===== config.mk =====
export PLATFORM = sky130hd
export DESIGN_NAME = note_event_sequencer
export DESIGN_NICKNAME = d
export VERILOG_FILES = /design/src/rtl/note_event_sequencer.sv
export SDC_FILE = /design/constraint.sdc
export NUM_CORES = 1
export LEC_CHECK = 0
export ABC_AREA = 1
export BUFFER_PORTS_ARGS = -buffer_cell sky130_fd_sc_hd__buf_2
export CAP_MARGIN = 20
export CORE_UTILIZATION = 50
export CTS_CLUSTER_SIZE = 12
export DETAILED_ROUTE_END_ITERATION = 8
export PLACE_DENSITY_LB_ADDON = 0.3
export SYNTH_ARGS = -nofsm -noshare
export SYNTH_HDL_FRONTEND = slang
export SYNTH_SLANG_ARGS = --single-unit

===== constraint.sdc =====
create_clock -name clk -period 3.4 [get_ports clk]
set_input_delay 0.68 -clock clk [delete_from_list [all_inputs] [get_ports clk]]
set_output_delay 0.68 -clock clk [all_outputs]
set_load 0.01 [all_outputs]

===== src/rtl/note_event_sequencer.sv =====
// Note event sequencer: walks a time-stamped chart ROM in order and issues one
// key event per entry over valid/ready once the song timer reaches its timestamp.
module note_event_sequencer #(
  parameter int unsigned TIMEBITS = 29,
  parameter int unsigned KEYBITS  = 4,
  parameter int unsigned ADDRBITS = 8
) (
  input  logic                      clk,
  input  logic                      reset,
  input  logic                      start,
  input  logic [TIMEBITS-1:0]       microSecondCounter,
  output logic [ADDRBITS-1:0]       romAddr,
  input  logic [TIMEBITS+KEYBITS:0] romData,
  output logic                      noteValid,
  input  logic                      noteReady,
  output logic [KEYBITS-1:0]        noteKey,
  output logic [TIMEBITS-1:0]       noteTime,
  output logic                      busy,
  output logic                      songDone
);

  typedef enum logic [2:0] {
    StIdle, StFetch, StLatch, StWaitTime, StEmit, StDone
  } state_e;

  localparam logic [ADDRBITS-1:0] LastAddr = '1;

  state_e              state_q, state_d;
  logic [ADDRBITS-1:0] rom_addr_q, rom_addr_d;
  logic [KEYBITS-1:0]  note_key_q, note_key_d;
  logic [TIMEBITS-1:0] note_time_q, note_time_d;
  logic [TIMEBITS-1:0] prev_time_q;
  logic                entry_end_q, entry_end_d;
  logic [TIMEBITS-1:0] entry_time_q, entry_time_d;
  logic [KEYBITS-1:0]  entry_key_q, entry_key_d;

  logic                rom_end;
  logic [TIMEBITS-1:0] rom_time;
  logic [KEYBITS-1:0]  rom_key;
  logic                handshake;
  logic                timer_wrapped;
  logic                entry_due;

  assign rom_end       = romData[TIMEBITS+KEYBITS];
  assign rom_time      = romData[TIMEBITS+KEYBITS-1:KEYBITS];
  assign rom_key       = romData[KEYBITS-1:0];
  assign handshake     = (state_q == StEmit) && noteReady;
  // A count below last cycle's value means the timer rolled over.
  assign timer_wrapped = microSecondCounter < prev_time_q;
  assign entry_due     = microSecondCounter >= entry_time_q;

  always_ff @(posedge clk or posedge reset) begin
    if (reset) begin
      state_q      <= StIdle;
      rom_addr_q   <= '0;
      note_key_q   <= '0;
      note_time_q  <= '0;
      prev_time_q  <= '0;
      entry_end_q  <= 1'b0;
      entry_time_q <= '0;
      entry_key_q  <= '0;
    end else begin
      state_q      <= state_d;
      rom_addr_q   <= rom_addr_d;
      note_key_q   <= note_key_d;
      note_time_q  <= note_time_d;
      prev_time_q  <= microSecondCounter;
      entry_end_q  <= entry_end_d;
      entry_time_q <= entry_time_d;
      entry_key_q  <= entry_key_d;
    end
  end

  always_comb begin
    state_d      = state_q;
    rom_addr_d   = rom_addr_q;
    note_key_d   = note_key_q;
    note_time_d  = note_time_q;
    entry_end_d  = entry_end_q;
    entry_time_d = entry_time_q;
    entry_key_d  = entry_key_q;
    unique case (state_q)
      StIdle: begin
        rom_addr_d = '0;
        if (start) state_d = StFetch;
      end
      StFetch: state_d = StLatch;
      StLatch: begin
        entry_end_d  = rom_end;
        entry_time_d = rom_time;
        entry_key_d  = rom_key;
        state_d      = rom_end ? StDone : StWaitTime;
      end
      StWaitTime: begin
        if (timer_wrapped) begin
          state_d = StDone;
        end else if (entry_due) begin
          note_key_d  = entry_key_q;
          note_time_d = entry_time_q;
          state_d     = StEmit;
        end
      end
      StEmit: begin
        // Wrap is deliberately ignored here so an accepted-pending event is never lost.
        if (handshake) begin
          if (rom_addr_q == LastAddr) begin
            state_d = StDone;
          end else begin
            rom_addr_d = rom_addr_q + 1'b1;
            state_d    = StFetch;
          end
        end
      end
      StDone: begin
        if (start) begin
          rom_addr_d = '0;
          state_d    = StFetch;
        end
      end
      default: state_d = StIdle;
    endcase
  end

  always_comb begin
    romAddr   = rom_addr_q;
    noteKey   = note_key_q;
    noteTime  = note_time_q;
    noteValid = (state_q == StEmit);
    songDone  = (state_q == StDone);
    busy      = (state_q != StIdle) && (state_q != StDone);
  end

endmodule


==> results of run 1 <==
metrics by stage:
stage / util [%] / hold WS, ns / instances / instance area [µm²]
2_1_floorplan: - / 0.4787 / 621 / 5435
3_3_place_gp: 58.73 / 0.4613 / 858 / 6117
3_5_place_dp: 58.73 / 0.4679 / 858 / 6117
4_1_cts: 60.40 / 0.4201 / 872 / 6291
5_1_grt: 60.40 / 0.4386 / 872 / 6291
6_report: 60.40 / 0.4115 / 872 / 6291
registers in the layout, indices dropped and copies added (netlist names):
signal        count
noteTime         29
romAddr           8
prev_time_q      29
entry_time_q     29
state_q           3
entry_key_q       4
noteKey           4
final cells by class:
class / count / area, µm² / share of cell area [%]
well taps: 136 / 170.2 / 2.705
clock buffers: 11 / 131.4 / 2.088
inverters: 109 / 414.1 / 6.583
repair buffers: 115 / 600.6 / 9.547
flip-flops and latches: 106 / 2653 / 42.16
multi-input cells: 392 / 2280 / 36.24
clock inverters: 3 / 42.54 / 0.6762
worst register-to-register path: cells and delay by family, from the launching register on:
kind | cells | cell delay, ns
DFF | 1 | 0.37
and+or+nand+nor | 9 | 0.81
buffers and inverters | 3 | 0.56
AOI/OAI and AO/OA | 1 | 0.08
adders and majority gates | 1 | 0.26
layout by cell type, fill, tap and decap left out, types with 3 or more instances in the layout:
cell type / synthesis / layout
o21ai_0: 6 / 6
buf_2: 1 / 110
xor2_1: 3 / 3
o21ai_2: 13 / 13
inv_1: 106 / 105
nand4_1: 3 / 3
dfrtp_1: 106 / 106
buf_4: 0 / 4
nand3_1: 18 / 18
nor2_1: 54 / 54
a21oi_1: 51 / 51
o21ai_1: 17 / 17
nand2_2: 3 / 4
o31ai_1: 4 / 4
nor2_2: 6 / 6
clkbuf_8: 0 / 9
ha_1: 58 / 58
nand2_1: 143 / 142
power by group through the flow:
stage          combinational, mW  sequential [mW]  clock [mW]
3_3_place_gp                1.70             1.84           0
6_report                    1.76             1.83       0.737
2_1_floorplan               1.17             1.91           0
4_1_cts                     1.79             1.83       0.764
5_1_grt                     2.04             1.88       0.802
3_5_place_dp                1.78             1.86           0
worst max path at each step:
stage | from | slack (ns) | to | depth (start not counted)
after floorplan | microSecondCounter[24] | 1.26 | noteKey[3] | 14
after global placement | microSecondCounter[24] | 0.89 | noteTime[7] | 16
after detailed placement | microSecondCounter[4] | 0.82 | noteKey[0] | 16
after CTS | microSecondCounter[24] | 1.22 | noteTime[3] | 16
after global routing | entry_time_q[4] | 0.99 | noteTime[7] | 14
final | microSecondCounter[24] | 1.20 | noteKey[0] | 16
layer usage:
metal	part of all wire [%]	global-route usage (%)	routed length [µm]
met5	0	0	0
met1	46	25.61	4983
met2	49	35.81	5277
met3	3.9	3.679	423
met4	1.7	9.425	188
cells by family (layout without fill, tap and decap cells):
group           Yosys count  count (layout)
simple gates            232             232
buf+inv                 123             238
flops                   106             106
compound gates           98              98
fa+ha+maj                58              58
xor+xnor                  4               4
==> impl_metrics.tcl, run 1 <==
set metrics [dict create \
    status "finished clean" \
    synth.most_common_cell "nand2_1" \
    synthesis.nets 746 \
    powerDensity_nw_per_um2 688.0 \
    dp_hpwl_um 8269 \
    synth_cells 621 \
    ff2ff_path_depth 14 \
    grt_start_max_net_pins 49 \
    drive_above_1_share_pct 21.33 \
    worstHoldPathType "in -> async" \
    path_class "in -> reg" \
    cts_made_buffers 9 \
    startpoint_type "primary input" \
    drtIter0Drc 157 \
    vias 4246 \
    worstPathMaxFanout 36 \
    portBuffers 110 \
    grt_pass1_vias 4272 \
    seq_area_frac_synth_pct 48.84 \
    syn_area_um2 5431 \
    die_y_um 106.2 \
    setup_viol 0 \
    track_usage_pct 20.87 \
    worstSkewPairLatency_ns 0.37 \
    slew-limit-headroom_pct 40.46 \
    drc 0 \
    cts_sinks 106 \
    netlist_top_cells_count "143 x nand2_1, 106 x dfrtp_1, 106 x inv_1" \
    die_area_um2 11280 \
    gp_congestion 0.7725 \
    cts_resized 0 \
    crit_path_frequent_cell "nand2_1" \
    via_per_inst 4.869 \
    rrSetupSlack_ns 1.26 \
    p_sw_mw 1.673 \
    yosys-top-cells-area "dfrtp_1 49%, ha_1 13%, nand2_1 9.9%, inv_1 7.3%, a21oi_1 4.7%" \
    holdBufCountCts 0 \
    synth_compound_area_share_pct 10.39 \
    ys_seq_elements 106 \
    cp_cell_sequence "buf_2 > ha_1 > nand2_1 > nor2_1 > nand2_2 > inv_1 > nand2_1 > nand3_1 > nor2_2 > nand2_1 > nand2_2 > clkinv_2 > nand2_2 > buf_4 > nand2_1 > o21ai_2" \
    slew_viol_final 0 \
    final_nets 858 \
    rows 37 \
    post-synth-top-area-cell "dfrtp_1" \
    place_worst_setup_slack_ns 0.8245 \
    fin_skew_ns 0.01027 \
    cap_viol_max_count 0 \
    worst_pin_slew_ns 0.8899 \
    p_int_mw 2.655 \
    n_fill_cell 917 \
    crit_family "simple AND/OR/NAND/NOR gates" \
    p_sw_share_pct 38.66 \
    timing.rr.end "noteKey[0]" \
    vdd_drop_max_uv 316.7 \
    finalCriticalPeriod_ns 2.197 \
    crit_buf_inv 4 \
    setup_tns_ns 0 \
    muxShareOfSynthArea_pct 0 \
    comb_power_share_pct 40.6 \
    grt_pass1_wl_um 18550 \
    min_period_over_period_pct 64.61 \
    synth-edff-count 0 \
    power_leakage_nw 3.598 \
    ios 111 \
    synthFlopType "dfrtp_1" \
    async_reset_ff_share_pct 100.0 \
    clock-root-buffer "clkbuf_8" \
    core_um2 10420 \
    setup_slack_ns 1.203 \
    grt-ovfl-total 0 \
    synth_top_family_by_area "simple AND/OR/NAND/NOR gates" \
    drtPass1Iterations 4 \
    clk_pin_slew_ns 0.09 \
    htree_levels 3 \
    antenna_left 0 \
    start_util_pct 52.14 \
    fmax_mhz 455.2 \
    rsz0062_at_grt "false" \
    cp-end-kind "flip-flop" \
    routed_wl_um 10870 \
    avgSynthCellArea_um2 8.746 \
    synth_xor_area_share_pct 0.6450 \
    synth_top_cell_area_share_pct 48.84 \
    fp.dieW_um 106.2 \
    routedWlPerCell_um 12.47 \
    cp_slowest_cell "buf_4" \
    seq_power_share_pct 42.3 \
    synth_simple_gate_area_share_pct 17.53 \
    yosysWarnings 0 \
    crit_arrival_ns 2.49 \
    cts_tree "yes" \
    post_cts_buffers 0 \
    diodes 0 \
    yosysUniqueCellTypes 31 \
    crit_path_max_incr_delay_ns 0.38 \
    area_delta_synth_final_pct 15.83 \
    synth-adder-area-share_pct 13.36 \
    cp_data_required_time_ns 3.70 \
    pwr-share-clk_pct 17.0 \
    p_total_mw 4.328 \
    antenna_found_initial 0 \
    r2r_start "entry_time_q[4]" \
    hold_violations 0 \
    clockBufferDepth 2 \
]
Note: power is estimated with default switching activity, not from simulation.
==> run 2: changes to the inputs <==
==> constraint.sdc (replaced) <==
create_clock -name clk -period 1.8 [get_ports clk]
set_input_delay 0.36 -clock clk [delete_from_list [all_inputs] [get_ports clk]]
set_output_delay 0.36 -clock clk [all_outputs]
set_load 0.01 [all_outputs]
==> run 2 against run 1 <==
The flow now finishes with violations (setup timing). Wire length rose by 26%. Cell area rose by 20%. Worst hold slack got worse by 0.30 ns. Clock skew rose by 0.0037 ns. Die area stayed put. Utilization up 12 points. Final cell count rose by 6.7%. Clock power rose by 130%. Clock-buffer cell count stayed put. Power rose by 140%. Register-to-register slack got worse by 1.5 ns. First-iteration DRC count is 64% higher.
==> impl_metrics.tcl, run 2 (synthesis results as in run 1) <==
set metrics [dict create \
    drtIter0Drc 258 \
    cts_sinks 106 \
    hold_violations 0 \
    final_area_um2 7556 \
    vias 4677 \
    path_class "reg -> reg" \
    slew_viol_final 0 \
    via_per_inst 5.029 \
    rows 37 \
    die_y_um 106.2 \
    powerDensity_nw_per_um2 1353 \
    track_usage_pct 23.58 \
    die_area_um2 11280 \
    vdd_drop_max_uv 874.8 \
    routedWlPerCell_um 14.78 \
    drc 0 \
    drtPass1Iterations 4 \
    cts_tree "yes" \
    stdcell_count 930 \
    setup_slack_ns -0.2701 \
    htree_levels 3 \
    power_leakage_nw 4.007 \
    worstHoldPathType "in -> async" \
    worstSkewPairLatency_ns 0.38 \
    finalCriticalPeriod_ns 2.070 \
    diodes 0 \
    clk_pin_slew_ns 0.11 \
    n_fill_cell 773 \
    placed_cell_area_um2 6410 \
    min_period_over_period_pct 115.0 \
    area_delta_synth_final_pct 39.12 \
    place_worst_setup_slack_ns -0.3630 \
    cts_made_buffers 9 \
    grt-ovfl-total 0 \
    gp_congestion 0.8312 \
    status "finished, violations left" \
    final_common_cell "buf_2" \
    grt_start_max_net_pins 107 \
    portBuffers 110 \
    holdBufCountCts 0 \
    hold-worst-slack_ns 0.1096 \
    antenna_left 0 \
    cp_data_required_time_ns 2.07 \
    violations "setup timing" \
    p_sw_mw 4.014 \
    fin_skew_ns 0.01395 \
    seq_power_share_pct 34.9 \
    setup_tns_ns -8.096 \
    fp.dieW_um 106.2 \
    worst_pin_slew_ns 0.5793 \
    start_util_pct 52.14 \
    cap_viol_max_count 0 \
    rsz0062_at_grt "true" \
    fin_util_pct 72.54 \
    drive_above_1_share_pct 42.82 \
    final_nets 914 \
    place_inst 892 \
    clockBufferDepth 2 \
    crit_arrival_ns 2.34 \
    core_um2 10420 \
    mostFrequentLayoutCells "110 x buf_2, 104 x nand2_1, 104 x dfrtp_1" \
    p_int_mw 6.210 \
    comb_power_share_pct 48.6 \
    clock-root-buffer "clkbuf_8" \
    startpoint_type "flip-flop" \
    setup_viol 39 \
    pwr-share-clk_pct 16.4 \
    p_sw_share_pct 39.26 \
    antenna_found_initial 0 \
    grt_pass1_vias 4666 \
    grt_pass1_wl_um 20870 \
    worstPathMaxFanout 7 \
    dp_hpwl_um 8519 \
    cp-end-kind "flip-flop" \
    fmax_mhz 483.1 \
    routed_wl_um 13750 \
    slew-limit-headroom_pct 61.38 \
    ios 111 \
    p_total_mw 10.22 \
]
## run 2: power by group through the flow
stage,Sequential [mW],Combinational [mW],Clock (mW)
after CTS,3.49,4.28,1.70
after floorplan,3.62,2.20,0
after global routing,3.64,5.56,1.79
after detailed placement,3.52,3.86,0
after global placement,3.49,3.69,0
final,3.57,4.97,1.68
## run 2: repair_timing
item                                   CTS  global route
setup endpoints to repair               37            45
pin swaps                                6            29
setup buffers                            7             9
gates resized for setup                 74            87
gates cloned                             3             5
endpoints found under the hold margin    0             0
## run 2: worst max-delay path, stage by stage (launching register included)
cell,delay [ns]
dfrtp_1,0.40
inv_2,0.07
ha_4,0.21
a21oi_1,0.23
nand2_1,0.09
nand2_1,0.08
nand3_2,0.10
nor2_4,0.13
nand2_2,0.06
nand2_2,0.10
clkinv_4,0.10
nand2_4,0.15
clkbuf_16,0.18
o21ai_1,0.06
## run 2: final cells by class
| cell class | instances | area [µm²] | share of cell area (%) |
|---|---|---|---|
| Multi-Input combinational cell | 393 | 2949 | 39.03 |
| Sequential cell | 106 | 2655 | 35.14 |
| Timing Repair Buffer | 169 | 1126 | 14.90 |
| Inverter | 109 | 420.4 | 5.564 |
| Tap cell | 136 | 170.2 | 2.252 |
| Clock buffer | 11 | 141.4 | 1.871 |
| Clock inverter | 5 | 86.33 | 1.143 |
| Timing Repair inverter | 1 | 7.507 | 0.09935 |
## run 2: per-layer routing
metal	share of wire, %	global-route usage [%]	routed length, µm	vias to the layer above
met5	0	0	0	-
met1	44	30.12	6000	2258
met4	1.5	6.746	202	0
met2	52	40.96	7115	100
li1	-	-	-	2300
met3	3.1	4.169	431	19
## run 2: path summary, 6_finish.rpt
check / start / endpoint / slack [ns] / cells after the start
max in group asynchronous: reset / romAddr[1] / 1.20 / 3
worst max register to register: prev_time_q[24] / noteTime[16] / -0.27 / 13
worst min-delay path: reset / noteTime[13] / 0.11 / 3
worst min register to register: noteTime[17] / noteTime[17] / 0.50 / 2
worst max-delay path: prev_time_q[24] / noteTime[16] / -0.27 / 13
min in group clk: microSecondCounter[0] / prev_time_q[0] / 0.11 / 1
